`config.mk`:
```
export PLATFORM = sky130hd
export DESIGN_NAME = hex_display_ctrl
export DESIGN_NICKNAME = d
export VERILOG_FILES = /design/src/rtl/hex_display_ctrl.sv
export SDC_FILE = /design/constraint.sdc
export NUM_CORES = 1
export LEC_CHECK = 0
export BUFFER_PORTS_ARGS = -buffer_cell sky130_fd_sc_hd__buf_2
export CORE_MARGIN = 1.5
export CORE_UTILIZATION = 45
export CTS_BUF_LIST = sky130_fd_sc_hd__clkbuf_4
export CTS_CLUSTER_SIZE = 14
export DETAILED_ROUTE_END_ITERATION = 12
export PLACE_DENSITY = 0.73
export SLEW_MARGIN = 20
export SYNTH_ARGS = -nofsm -noshare
export SYNTH_HDL_FRONTEND = slang
export SYNTH_SLANG_ARGS = --single-unit
```
`constraint.sdc`:
```
create_clock -name clk -period 5.88 [get_ports clk]
set_input_delay 1.176 -clock clk [delete_from_list [all_inputs] [get_ports clk]]
set_output_delay 1.176 -clock clk [all_outputs]
set_load 0.03 [all_outputs]
```
`src/rtl/hex_display_ctrl.sv`:
```
// hex_display_ctrl
// Multi-digit 7-segment hex display controller for the PS/2 display path.
// Nibbles shift into a shadow register and are committed to a visible
// display register. The registered seg bus drives NUM_DIGITS active-low digits
// (bit0 = a .. bit6 = g), and the display can optionally blink.
//
// Build option:
//   HEX_LZ_BLANK_EN  when defined, digits at or above the committed digit
//                    count are blanked. When undefined, every digit shows
//                    its nibble, so an empty display reads as all zeros.
//
// Blink FSM
//   state     | meaning
//   ----------+-----------------------------------------------------------
//   BLINK_ON  | digits visible; also the forced state while blink_en = 0
//   BLINK_OFF | all digits blank for BLINK_DIV cycles
module hex_display_ctrl #(
    parameter int NUM_DIGITS = 6,
    parameter int BLINK_DIV  = 25000000
) (
    input  logic                    clk,
    input  logic                    resetn,
    input  logic                    wr_en,
    input  logic [3:0]              wr_data,
    input  logic                    commit,
    input  logic                    clear,
    input  logic                    blink_en,
    output logic [7*NUM_DIGITS-1:0] seg,
    output logic                    overflow
);

    localparam int CNT_W = $clog2(NUM_DIGITS + 1);
    localparam int BC_W  = (BLINK_DIV > 1) ? $clog2(BLINK_DIV) : 1;

    localparam logic [CNT_W-1:0] CNT_MAX = CNT_W'(NUM_DIGITS);
    localparam logic [BC_W-1:0]  BC_LAST = BC_W'(BLINK_DIV - 1);

    typedef enum logic {
        BLINK_ON  = 1'b0,
        BLINK_OFF = 1'b1
    } blink_state_t;

    logic [NUM_DIGITS-1:0][3:0] sh;
    logic [CNT_W-1:0]           sc;
    logic [NUM_DIGITS-1:0][3:0] dr;
    logic [CNT_W-1:0]           dc;

    blink_state_t               blink_state;
    blink_state_t               blink_state_nxt;
    logic [BC_W-1:0]            bc;
    logic [BC_W-1:0]            bc_nxt;

    logic [7*NUM_DIGITS-1:0]    seg_nxt;

    function automatic logic [6:0] hex_to_seg(input logic [3:0] nib);
        logic [6:0] s;
        case (nib)
            4'h0:    s = 7'b1000000;
            4'h1:    s = 7'b1111001;
            4'h2:    s = 7'b0100100;
            4'h3:    s = 7'b0110000;
            4'h4:    s = 7'b0011001;
            4'h5:    s = 7'b0010010;
            4'h6:    s = 7'b0000010;
            4'h7:    s = 7'b1111000;
            4'h8:    s = 7'b0000000;
            4'h9:    s = 7'b0010000;
            4'hA:    s = 7'b0001000;
            4'hB:    s = 7'b0000011;
            4'hC:    s = 7'b1000110;
            4'hD:    s = 7'b0100001;
            4'hE:    s = 7'b0000110;
            default: s = 7'b0001110;
        endcase
        return s;
    endfunction

    // Shadow register: clear has priority over a write; the write past a full
    // count drops the oldest digit and latches the sticky overflow flag.
    always_ff @(posedge clk) begin
        if (!resetn) begin
            sh       <= '0;
            sc       <= '0;
            overflow <= 1'b0;
        end else if (clear) begin
            sh       <= '0;
            sc       <= '0;
            overflow <= 1'b0;
        end else if (wr_en) begin
            for (int i = NUM_DIGITS - 1; i > 0; i--) begin
                sh[i] <= sh[i-1];
            end
            sh[0] <= wr_data;
            if (sc == CNT_MAX) begin
                overflow <= 1'b1;
            end else begin
                sc <= sc + CNT_W'(1);
            end
        end
    end

    // Display register: commit captures the shadow as it stood before this edge,
    // so a same-cycle write or clear only affects the next commit.
    always_ff @(posedge clk) begin
        if (!resetn) begin
            dr <= '0;
            dc <= '0;
        end else if (commit) begin
            dr <= sh;
            dc <= sc;
        end
    end

    // Blink state and phase counter registers.
    always_ff @(posedge clk) begin
        if (!resetn) begin
            blink_state <= BLINK_ON;
            bc          <= '0;
        end else begin
            blink_state <= blink_state_nxt;
            bc          <= bc_nxt;
        end
    end

    // Blink next state: counter wraps at BLINK_DIV-1 and toggles the phase;
    // with blink disabled the FSM is parked in ON with the counter at zero.
    always_comb begin
        blink_state_nxt = blink_state;
        bc_nxt          = bc;
        if (!blink_en) begin
            blink_state_nxt = BLINK_ON;
            bc_nxt          = '0;
        end else if (bc == BC_LAST) begin
            bc_nxt          = '0;
            blink_state_nxt = (blink_state == BLINK_ON) ? BLINK_OFF : BLINK_ON;
        end else begin
            bc_nxt          = bc + BC_W'(1);
        end
    end

`ifdef HEX_LZ_BLANK_EN
    // Segment decode with leading digits above the committed count blanked.
    always_comb begin
        seg_nxt = '1;
        for (int i = 0; i < NUM_DIGITS; i++) begin
            if (CNT_W'(i) < dc) begin
                seg_nxt[7*i +: 7] = hex_to_seg(dr[i]);
            end
        end
        if (blink_state == BLINK_OFF) begin
            seg_nxt = '1;
        end
    end
`else
    // The committed count is tracked but has no effect on the display here.
    logic dc_unused;
    assign dc_unused = ^dc;

    // Segment decode of every display digit.
    always_comb begin
        seg_nxt = '1;
        for (int i = 0; i < NUM_DIGITS; i++) begin
            seg_nxt[7*i +: 7] = hex_to_seg(dr[i]);
        end
        if (blink_state == BLINK_OFF) begin
            seg_nxt = '1;
        end
    end
`endif

    // Output register: reset drives an all-blank bus.
    always_ff @(posedge clk) begin
        if (!resetn) begin
            seg <= '1;
        end else begin
            seg <= seg_nxt;
        end
    end

endmodule

```
* After elaboration in Yosys (flattened, before gate mapping) *
Memories as Yosys holds them, arrays and structs flattened. A register that Yosys moved wholly into a read port is not among the register bits.
Cells that the tools add are included.

operators by class
  $add $sub $neg = 2
  eq/ne operators = 2
  muxes and demuxes = 1
  bitwise operators = 3
  reductions and logical operators = 6

operators with widths
  operator                                       count
  adder 25 x 1 -> 25 bit, second input constant  1
  == test 25 bit, second input constant          1
  AND reduction 2 bit                            3
  OR reduction 2 bit                             2
  adder 3 x 1 -> 3 bit, second input constant    1
  == test 3 bit, second input constant           1
  NOT 1 bit                                      3
  OR reduction 3 bit                             1
  two-way mux 1 bit                              1

storage, ports and cells
  register bits = 78
  ROM bits = 672
  input port bits = 10
  output and inout port bits = 43
  word-level logic and storage cells = 36
  memories kept = 6

memory list
  memory            words  width  read ports  clocked after Yosys merged registers in  write ports  RTL line  text
  (name not given)  16     7      1           1                                        0            57        case (nib)
  (name not given)  16     7      1           1                                        0            57
  (name not given)  16     7      1           1                                        0            57
  (name not given)  16     7      1           1                                        0            57
  (name not given)  16     7      1           1                                        0            57
  (name not given)  16     7      1           1                                        0            57

* Depth between registers and ports, before layout *
Gate-level depths: netlist (run 1).

  word-level depth = 3
  mapped depth = 6
  depth with buffers taken out = 6

* Worst setup path after synthesis (run 1) *
No wires, ideal clock.

  kind = in2reg
  start point = input port wr_en
  end point = register sh[14] in the netlist's numbering
  library setup time = 0.128 ns
  data arrival time = 2.285 ns
  required time = 5.752 ns
  setup slack = 3.467 ns
  stages = 4
  path buffers = 2
  cell sequence = clkbuf_1 > clkbuf_1 > mux2i_1 > nor2_1

RTL lines
  what                           RTL line  text
  start, declared                23        input logic wr_en,
  end signal, assigned by index  91        sh[i] <= sh[i-1];
  end, declared                  43        logic [NUM_DIGITS-1:0][3:0] sh;

* Final worst setup path (run 1) *
  start point = register bc[7]
  end point = register bc[12]

on the way
  word-level cells in the longest chain between the ends = 2
  elaborated cells on any way between the ends = 3
  classes of those cells = 1 x add/sub; 1 x eq/ne; 1 x reduce/logical

RTL lines
  what                                                                            RTL line  text
  start, declared                                                                 50        logic [BC_W-1:0] bc;
  start signal, assigned                                                          121       bc <= bc_nxt;
  parallel branches: the longest is 2 deep, another holds adder 25 x 1 -> 25 bit  --

Parallel ways; which one is timed is not known.
A chain may end at the register's enable or synchronous reset.

==> results.json, run 1 <==
{
  "route.antenna.remaining_nets": 0,
  "dr_total_vias": 4017,
  "leading_register_cell_type_out_of_synthesis": "dfxtp_1",
  "grt_max_degree": 29,
  "clk-insertion-delay-late_ps": 500,
  "grt_util_all_layers": 0.165,
  "drv.max_cap_violation_count": 0,
  "area.sequential_sq_um": 2400,
  "routability_congestion_estimate": 0.812,
  "critPathArrivalTime_ps": 2880,
  "drt_drc_violations_left": 0,
  "synth.ff_latch_count": 120,
  "cts_resized": 0,
  "setup_total_negative_slack_ps": 0,
  "place.port_buffers": 52,
  "final_period_minus_worst_setup_slack_ps": 2530,
  "core_sq_um": 12000,
  "post_route_cells_drive_above_1_share": 0.148,
  "setup_viol": 0,
  "antenna-diode-count": 0,
  "dpl-instance-area_sq_um": 5820,
  "num_io_pins": 53,
  "worst_slew_margin_rel": 0.337,
  "finalWirelength_microns": 9990,
  "wl_per_cell_microns": 12.9,
  "final.period_utilization": 0.429,
  "cellPowerDensity_nw_per_um2": 240,
  "synth_area_leader_cell": "dfxtp_1",
  "antenna_found_initial": 0,
  "fillCellCount": 1061,
  "yosysUniqueCellTypes": 42,
  "area_used_by_multi_input_combinational_logic_sq_um": 2900,
  "drt_first_pass_iters": 4,
  "holdBufCountCts": 0,
  "clock_tree_from_tritoncts": "done",
  "skew_final_ps": 14.4,
  "grt_setup_unrepaired": "no",
  "initial_core_util": 0.461,
  "timing.critical_path.to_type": "register",
  "clkSinkCount": 120,
  "min_path_type": "register to register",
  "postSynthCellCount": 578,
  "synth_top_cells_by_area": "dfxtp_1, mux2i_1, ha_1",
  "post_drt_via_cell_ratio": 5.19,
  "syn_area_sq_um": 5510,
  "post_synthesis_sequential_area_ratio": 0.436,
  "via_count_of_the_first_global_routing_pass": 3858,
  "clock_tree.buffer_depth": 2,
  "crit_path_start_kind": "register",
  "crit_path_category": "register to register",
  "worst_slew_pin_slew_ps": 995,
  "area_growth_syn_to_layout_pct": 10.2,
  "cts.clk_slew.worst_paths_ps": 100,
  "post_layout_net_count": 663,
  "dp_hpwl_microns": 7090,
  "ctsRootBufferMaster": "clkbuf_4",
  "vdd_drop_max_mv": 0.130,
  "timing_hold_violations_final": 0,
  "dieHeight_microns": 114,
  "asyncSetResetFlopFracSynth": 0,
  "die_x_microns": 114,
  "report.final.slew_viol_count": 0,
  "synth_fp_nets": 627,
  "ys.warnings.count": 0,
  "global_route.overflow_total": 0,
  "cp_max_fo": 24,
  "finish.instance_area_sq_um": 6070,
  "cp.required_ps": 6240,
  "postCtsSetupBuffers": 0,
  "leakagePower_nw": 2.29,
  "design.die.area_sq_um": 12900,
  "synth_edf_count": 0,
  "drt_iter0_drc": 194,
  "cts_buffers": 17,
  "postSynthAreaPerCell_sq_um": 9.54,
  "max_freq_mhz": 396,
  "status": "finished, final reports clean",
  "grt_pass1_wl_microns": 17300,
  "utilization": 0.508,
  "cts.htree.levels": 4,
  "placement_rows": 40,
  "share_of_the_synthesized_area_in_the_top_cell_type": 0.436
}
path summary, 6_finish.rpt:
check / from / endpoint / slack [ps] / cells past startpoint
worst max-delay path: bc[7] / bc[12] / 3350 / 4
worst min-delay path: bc[0] / bc[0] / 470 / 1
worst max register to register: bc[7] / bc[12] / 3350 / 4
worst min register to register: bc[0] / bc[0] / 470 / 1
final cells by class:
cell class | instances | share of cell area
Multi-Input combinational cell | 401 | 0.477
Sequential cell | 120 | 0.395
Timing Repair Buffer | 52 | 0.0428
Tap cell | 147 | 0.0303
Clock buffer | 18 | 0.0222
Clock inverter | 14 | 0.0187
Inverter | 22 | 0.0136
placed cells by master (no fill, tap or decap), types with 5 or more instances in the layout:
master / Yosys / routed
a21oi_1: 17 / 17
a31oi_1: 7 / 7
buf_2: 1 / 52
clkbuf_4: 0 / 18
clkinv_1: 0 / 7
dfxtp_1: 120 / 120
ha_1: 39 / 39
inv_1: 22 / 22
mux2_2: 5 / 5
mux2i_1: 59 / 59
nand2_1: 39 / 39
nand2b_1: 12 / 12
nand3_1: 10 / 10
nand4_1: 5 / 5
nor2_1: 50 / 50
nor2b_1: 29 / 28
nor3_1: 7 / 7
o211ai_1: 32 / 32
o21a_1: 8 / 8
o21ai_0: 25 / 25
or3_1: 8 / 8
or4_1: 5 / 5
xnor2_1: 11 / 11
registers in the layout (all words and copies together), names as in the netlist:
register     cells
bc              25
blink_state      1
dr              24
overflow         1
sc               3
seg             42
sh              24
stage by stage:
| stage | setup slack, ps | power (mW) | instances | hold WS (ps) |
|---|---|---|---|---|
| 4_1_cts | 3320 | 1.48 | 774 | 472 |
| 5_1_grt | 3130 | 1.53 | 774 | 489 |
| 3_5_place_dp | 2860 | 0.952 | 742 | 449 |
| 2_1_floorplan | 3470 | 0.927 | 578 | 418 |
| 3_3_place_gp | 2980 | 0.949 | 742 | 430 |
| 6_report | 3350 | 1.46 | 774 | 466 |
layer usage:
layer  track usage  share of wire  up-vias  wire [microns]
met5             0              0        -               0
met4        0.0458          0.010        0             102
met3        0.0558          0.041        9             405
met2         0.280           0.48       67            4760
met1         0.200           0.47     1860            4720
li1              -              -     2081               -
cell families after synthesis:
kind of cell,after synthesis,synth area share
adder cells (fa/ha/maj),39,0.0885
multiplexers,66,0.125
flip-flops,120,0.436
buffers and inverters,57,0.0404
XOR/XNOR,14,0.0222
AND/OR/NAND/NOR,184,0.173
AO/OA/AOI/OAI,98,0.115
critical path, stage by stage, from the launching register on:
cell and delay, ps:
dfxtp_1 380, or4b_1 510, or4_1 580, o21bai_2 790, nor2_1 120
where the power goes:
part | internal [mW] | total, mW | switching, mW
registers | 0.829 | 0.836 | 0.00684
logic | 0.0315 | 0.0951 | 0.0636
clock network | 0.244 | 0.529 | 0.285
total | 1.10 | 1.46 | 0.355
synth_stat cells (2+ instances only):
master      n
nand3b_1    4
nor2b_1    29
o31ai_1     3
nor2_1     50
nor4_1      2
mux2i_1    59
mux4_2      2
and4_1      2
nor3_1      7
or4b_1      2
a31oi_1     7
o21a_1      8
buf_4       2
clkbuf_1   28
o21ai_0    25
nand2_1    39
a21oi_1    17
o211ai_1   32
buf_1       4
dfxtp_1   120
mux2_2      5
a221o_1     2
or2_2       4
nand2b_1   12
nand3_1    10
xnor2_1    11
inv_1      22
ha_1       39
nand4_1     5
or3_1       8
xor2_1      3
or4_1       5
Power figures use the tool's default switching activity.
==> run 2, diff against run 1 <==
--- a/config.mk
+++ b/config.mk
@@ -11,7 +11,7 @@
 export CTS_BUF_LIST = sky130_fd_sc_hd__clkbuf_4
 export CTS_CLUSTER_SIZE = 14
 export DETAILED_ROUTE_END_ITERATION = 12
-export PLACE_DENSITY = 0.73
+export PLACE_DENSITY = 0.76
 export SLEW_MARGIN = 20
 export SYNTH_ARGS = -nofsm -noshare
 export SYNTH_HDL_FRONTEND = slang
==> constraint.sdc (replaced) <==
create_clock -name clk -period 2.12 [get_ports clk]
set_input_delay 0.424 -clock clk [delete_from_list [all_inputs] [get_ports clk]]
set_output_delay 0.424 -clock clk [all_outputs]
set_load 0.03 [all_outputs]
==> results.json, run 2 (synthesis results as in run 1) <==
{
  "critPathArrivalTime_ps": 2470,
  "routability_congestion_estimate": 0.842,
  "via_count_of_the_first_global_routing_pass": 3774,
  "report.final.slew_viol_count": 0,
  "antenna-diode-count": 0,
  "cp-startpoint": "bc[7]",
  "skew_final_ps": 12.4,
  "rr_worst_depth": 5,
  "cp_max_fo": 7,
  "registers.top_by_ff_count": "seg",
  "worst_slew_pin_slew_ps": 702,
  "max_freq_mhz": 500,
  "global_route.overflow_total": 0,
  "largestRegisters": "seg x42, bc x25",
  "die_x_microns": 114,
  "status": "finished, final reports clean",
  "dieHeight_microns": 114,
  "post_drt_via_cell_ratio": 5.19,
  "cts.clk_slew.worst_paths_ps": 110,
  "crit_path_start_kind": "register",
  "hold_depth": 3,
  "place.port_buffers": 52,
  "timing.critical_path.to_type": "register",
  "crit_path_category": "register to register",
  "final.period_utilization": 0.944,
  "num_io_pins": 53,
  "grt_max_degree": 29,
  "worst_slew_margin_rel": 0.532,
  "r2r_start": "bc[7]",
  "min_path_type": "primary input to register",
  "dr_total_vias": 4090,
  "ctsRootBufferMaster": "clkbuf_4",
  "drt_drc_violations_left": 0,
  "drv.max_cap_violation_count": 0,
  "post_layout_net_count": 677,
  "leakagePower_nw": 2.39,
  "drt_first_pass_iters": 4,
  "most-common-layout-cells": "dfxtp_1, mux2i_1, buf_2, nor2_1",
  "total_power_mw": 4.47,
  "largest_register_ffs": 42,
  "area_growth_syn_to_layout_pct": 13.8,
  "hold-path-endpoint": "sh[1]",
  "cellPowerDensity_nw_per_um2": 713,
  "vdd_drop_max_mv": 0.402,
  "timing_hold_violations_final": 0,
  "commonest_non_fill_non_tap_cell_in_the_layout": "dfxtp_1",
  "cp.required_ps": 2590,
  "cts_buffers": 17,
  "core_sq_um": 12000,
  "clkSinkCount": 120,
  "grt_util_all_layers": 0.167,
  "dp_hpwl_microns": 6990,
  "clock_tree_from_tritoncts": "done",
  "regToRegEndpoint": "bc[19]",
  "setup_viol": 0,
  "place_ws_ps": 48.5,
  "grt_setup_unrepaired": "no",
  "finalWirelength_microns": 10200,
  "worst-r2r-setup-slack_ps": 120,
  "post_route_cells_drive_above_1_share": 0.178,
  "initial_core_util": 0.461,
  "grt_pass1_wl_microns": 17200,
  "cts_resized": 0,
  "final_period_minus_worst_setup_slack_ps": 2000,
  "holdBufCountCts": 0,
  "postCtsSetupBuffers": 0,
  "route.antenna.remaining_nets": 0,
  "wl_per_cell_microns": 12.9,
  "hold_path_startpoint": "wr_data[1]",
  "setup_total_negative_slack_ps": 0,
  "utilization": 0.524,
  "clock_tree.buffer_depth": 2,
  "clk-insertion-delay-late_ps": 530,
  "cts.htree.levels": 4,
  "placement_rows": 40,
  "antenna_found_initial": 0,
  "design.die.area_sq_um": 12900,
  "postLayoutSetupSlackWorst_ps": 118,
  "drt_iter0_drc": 202
}
run 2: final cells by class:
cell class | instances | area, sq um
clock buffers | 17 | 128
inverters | 22 | 82.6
well taps | 147 | 184
flip-flops and latches | 120 | 2400
fillers | 1074 | 5690
multi-input cells | 401 | 2900
clock inverters | 15 | 208
repair buffers | 66 | 365
run 2: stage by stage:
| step | area, sq um | std cells | hold slack, ps |
|---|---|---|---|
| after global placement | 5930 | 756 | 428 |
| final | 6270 | 788 | 153 |
| after CTS | 6260 | 788 | 137 |
| after floorplan | 5510 | 578 | 418 |
| after global routing | 6270 | 788 | 142 |
| after detailed placement | 5930 | 756 | 448 |
run 2: worst max-delay path: stages, from the launching register on:
cell	delay [ps]
dfxtp_1	440
nand4_1	260
or4_4	600
buf_4	170
or3_1	340
a21oi_1	140
run 2: report_power, final:
group	internal [mW]	total (mW)	leakage, nW	switching [mW]
logic	0.0944	0.273	1.23	0.178
registers	2.30	2.32	0.982	0.0174
clock network	1.04	1.88	0.170	0.848
run 2: how the worst max path moves through the flow:
| stage | to | slack, ps | cells after the start |
|---|---|---|---|
| after global placement | bc[24] | 130 | 5 |
| final | bc[19] | 120 | 5 |
| after detailed placement | bc[19] | 50 | 5 |
| after floorplan | bc[22] | 180 | 5 |
| after CTS | bc[19] | 40 | 5 |
| after global routing | bc[16] | 0.6 | 6 |
run 2: layer usage:
metal | share of wire | global-route usage | vias to the layer above
met4 | 0.013 | 0.0642 | 0
li1 | - | - | 2116
met2 | 0.48 | 0.280 | 75
met3 | 0.042 | 0.0531 | 14
met1 | 0.46 | 0.201 | 1885
met5 | 0 | 0 | -
==> run 3, diff against run 2 <==
--- a/config.mk
+++ b/config.mk
@@ -12,6 +12,7 @@
 export CTS_CLUSTER_SIZE = 14
 export DETAILED_ROUTE_END_ITERATION = 12
 export PLACE_DENSITY = 0.76
+export SETUP_SLACK_MARGIN = 0.15
 export SLEW_MARGIN = 20
 export SYNTH_ARGS = -nofsm -noshare
 export SYNTH_HDL_FRONTEND = slang
==> results.json, run 3 (synthesis results as in run 1) <==
{
  "crit_path_category": "register to register",
  "most-common-layout-cells": "dfxtp_1, mux2i_1, buf_2, nor2_1, nand2_1",
  "holdBufCountCts": 0,
  "drt_drc_violations_left": 0,
  "global_route.overflow_total": 0,
  "dr_total_vias": 4165,
  "placement_rows": 40,
  "leakagePower_nw": 2.43,
  "report.final.slew_viol_count": 0,
  "min_path_type": "primary input to register",
  "clk-insertion-delay-late_ps": 530,
  "max_freq_mhz": 511,
  "worst_slew_margin_rel": 0.529,
  "initial_core_util": 0.461,
  "hold_slack_ps": 160,
  "worst_slew_pin_slew_ps": 706,
  "drv.max_cap_violation_count": 0,
  "area_growth_syn_to_layout_pct": 16.4,
  "crit_path_start_kind": "register",
  "clock_tree.buffer_depth": 2,
  "cts.clk_slew.worst_paths_ps": 100,
  "gr-usage-met3": 0.0452,
  "via_count_of_the_first_global_routing_pass": 3896,
  "hold-path-endpoint": "sh[1]",
  "dp_hpwl_microns": 6990,
  "gr-max-usage-layer": "met2",
  "antenna_found_initial": 0,
  "grt_setup_unrepaired": "yes",
  "grt_pass1_wl_microns": 17800,
  "wl_per_cell_microns": 13.1,
  "met1_usage": 0.205,
  "cp_max_fo": 6,
  "antenna-diode-count": 0,
  "setup_viol": 0,
  "regToRegEndpoint": "bc[14]",
  "cts.htree.levels": 4,
  "grt_max_degree": 29,
  "grt_util_all_layers": 0.173,
  "commonest_non_fill_non_tap_cell_in_the_layout": "dfxtp_1",
  "num_io_pins": 53,
  "timing.critical_path.to_type": "register",
  "clock_tree_from_tritoncts": "done",
  "critPathArrivalTime_ps": 2370,
  "cts_buffers": 17,
  "vdd_drop_max_mv": 0.416,
  "route.antenna.remaining_nets": 0,
  "timing_hold_violations_final": 0,
  "dieHeight_microns": 114,
  "post_drt_via_cell_ratio": 5.23,
  "globalRouteMet2Util": 0.296,
  "finalWirelength_microns": 10500,
  "status": "finished, final reports clean",
  "skew_final_ps": 15.8,
  "setup_total_negative_slack_ps": 0,
  "routability_congestion_estimate": 0.842,
  "final_period_minus_worst_setup_slack_ps": 1960,
  "worst-r2r-setup-slack_ps": 160,
  "post_layout_net_count": 686,
  "registers.top_by_ff_count": "seg",
  "ctsRootBufferMaster": "clkbuf_4",
  "largest_register_ffs": 42,
  "core_sq_um": 12000,
  "r2r_start": "bc[8]",
  "hold_path_startpoint": "wr_data[1]",
  "clkSinkCount": 120,
  "hold_depth": 3,
  "largestRegisters": "seg x42, bc x25",
  "rr_worst_depth": 5,
  "design.die.area_sq_um": 12900,
  "die_x_microns": 114,
  "utilization": 0.537,
  "final.period_utilization": 0.923,
  "drt_iter0_drc": 198,
  "post_route_cells_drive_above_1_share": 0.222,
  "place.port_buffers": 52,
  "cellPowerDensity_nw_per_um2": 699,
  "drt_first_pass_iters": 4,
  "cp.required_ps": 2530
}
[run 3: cell types whose count changed in the layout (fill, tap and decap cells not counted), moves of 4 or more]
| cell | before | now |
|---|---|---|
| nor2_2 | 0 | 8 |
| dfxtp_1 | 120 | 114 |
| a21oi_2 | 1 | 7 |
| buf_6 | 0 | 4 |
| nor2_1 | 50 | 42 |
| a21oi_1 | 17 | 11 |
| dfxtp_2 | 0 | 5 |
| buf_4 | 14 | 19 |
[run 3: critical path, cell delays in order, from the launching register on]
cell and delay (ps):
dfxtp_2 350, or4b_1 520, or4_4 560, o21bai_4 220, buf_6 170, a21oi_1 40
[run 3: layer usage]
layer,vias up,part of all wire
met5,-,0
met4,0,0.017
met3,20,0.041
met2,82,0.49
met1,1929,0.45
li1,2134,-
[run 3: worst max path at each step]
| stage | slack (ps) | startpoint | endpoint | cells after the start |
|---|---|---|---|---|
| floorplan | 180 | bc[6] | bc[22] | 5 |
| global placement | 130 | bc[0] | bc[24] | 5 |
| detailed placement | 50 | bc[7] | bc[19] | 5 |
| CTS | 120 | bc[8] | bc[3] | 5 |
| global route | 100 | bc[9] | bc[19] | 5 |
| finish | 160 | bc[8] | bc[14] | 5 |
[run 3: report_power, final]
| part | switching (mW) | internal, mW | total [mW] |
|---|---|---|---|
| logic | 0.183 | 0.100 | 0.284 |
| registers | 0.0176 | 2.30 | 2.32 |
| clock network | 0.850 | 1.04 | 1.89 |
[run 3: final cells by class]
type	instances	area, sq um
inverters	22	82.6
fillers	1049	5540
well taps	147	184
repair buffers	75	448
clock inverters	15	208
clock buffers	17	128
flip-flops and latches	120	2410
multi-input cells	401	2960
[run 3: what timing repair did]
item / 4_1_cts / 5_1_grt
setup endpoints to repair: 25 / 25
gates cloned: 2 / 0
pin swaps: 13 / 6
gates resized for setup: 25 / 7
buffers inserted: 2 / 5
[run 3: through the flow]
stage	power (mW)	cell area (sq um)	setup slack, ps	cells
final	4.49	6420	163	797
after global routing	4.67	6420	100	797
after CTS	4.52	6360	124	792
after detailed placement	2.65	5930	48.5	756
after global placement	2.64	5930	125	756
after floorplan	2.57	5510	179	578
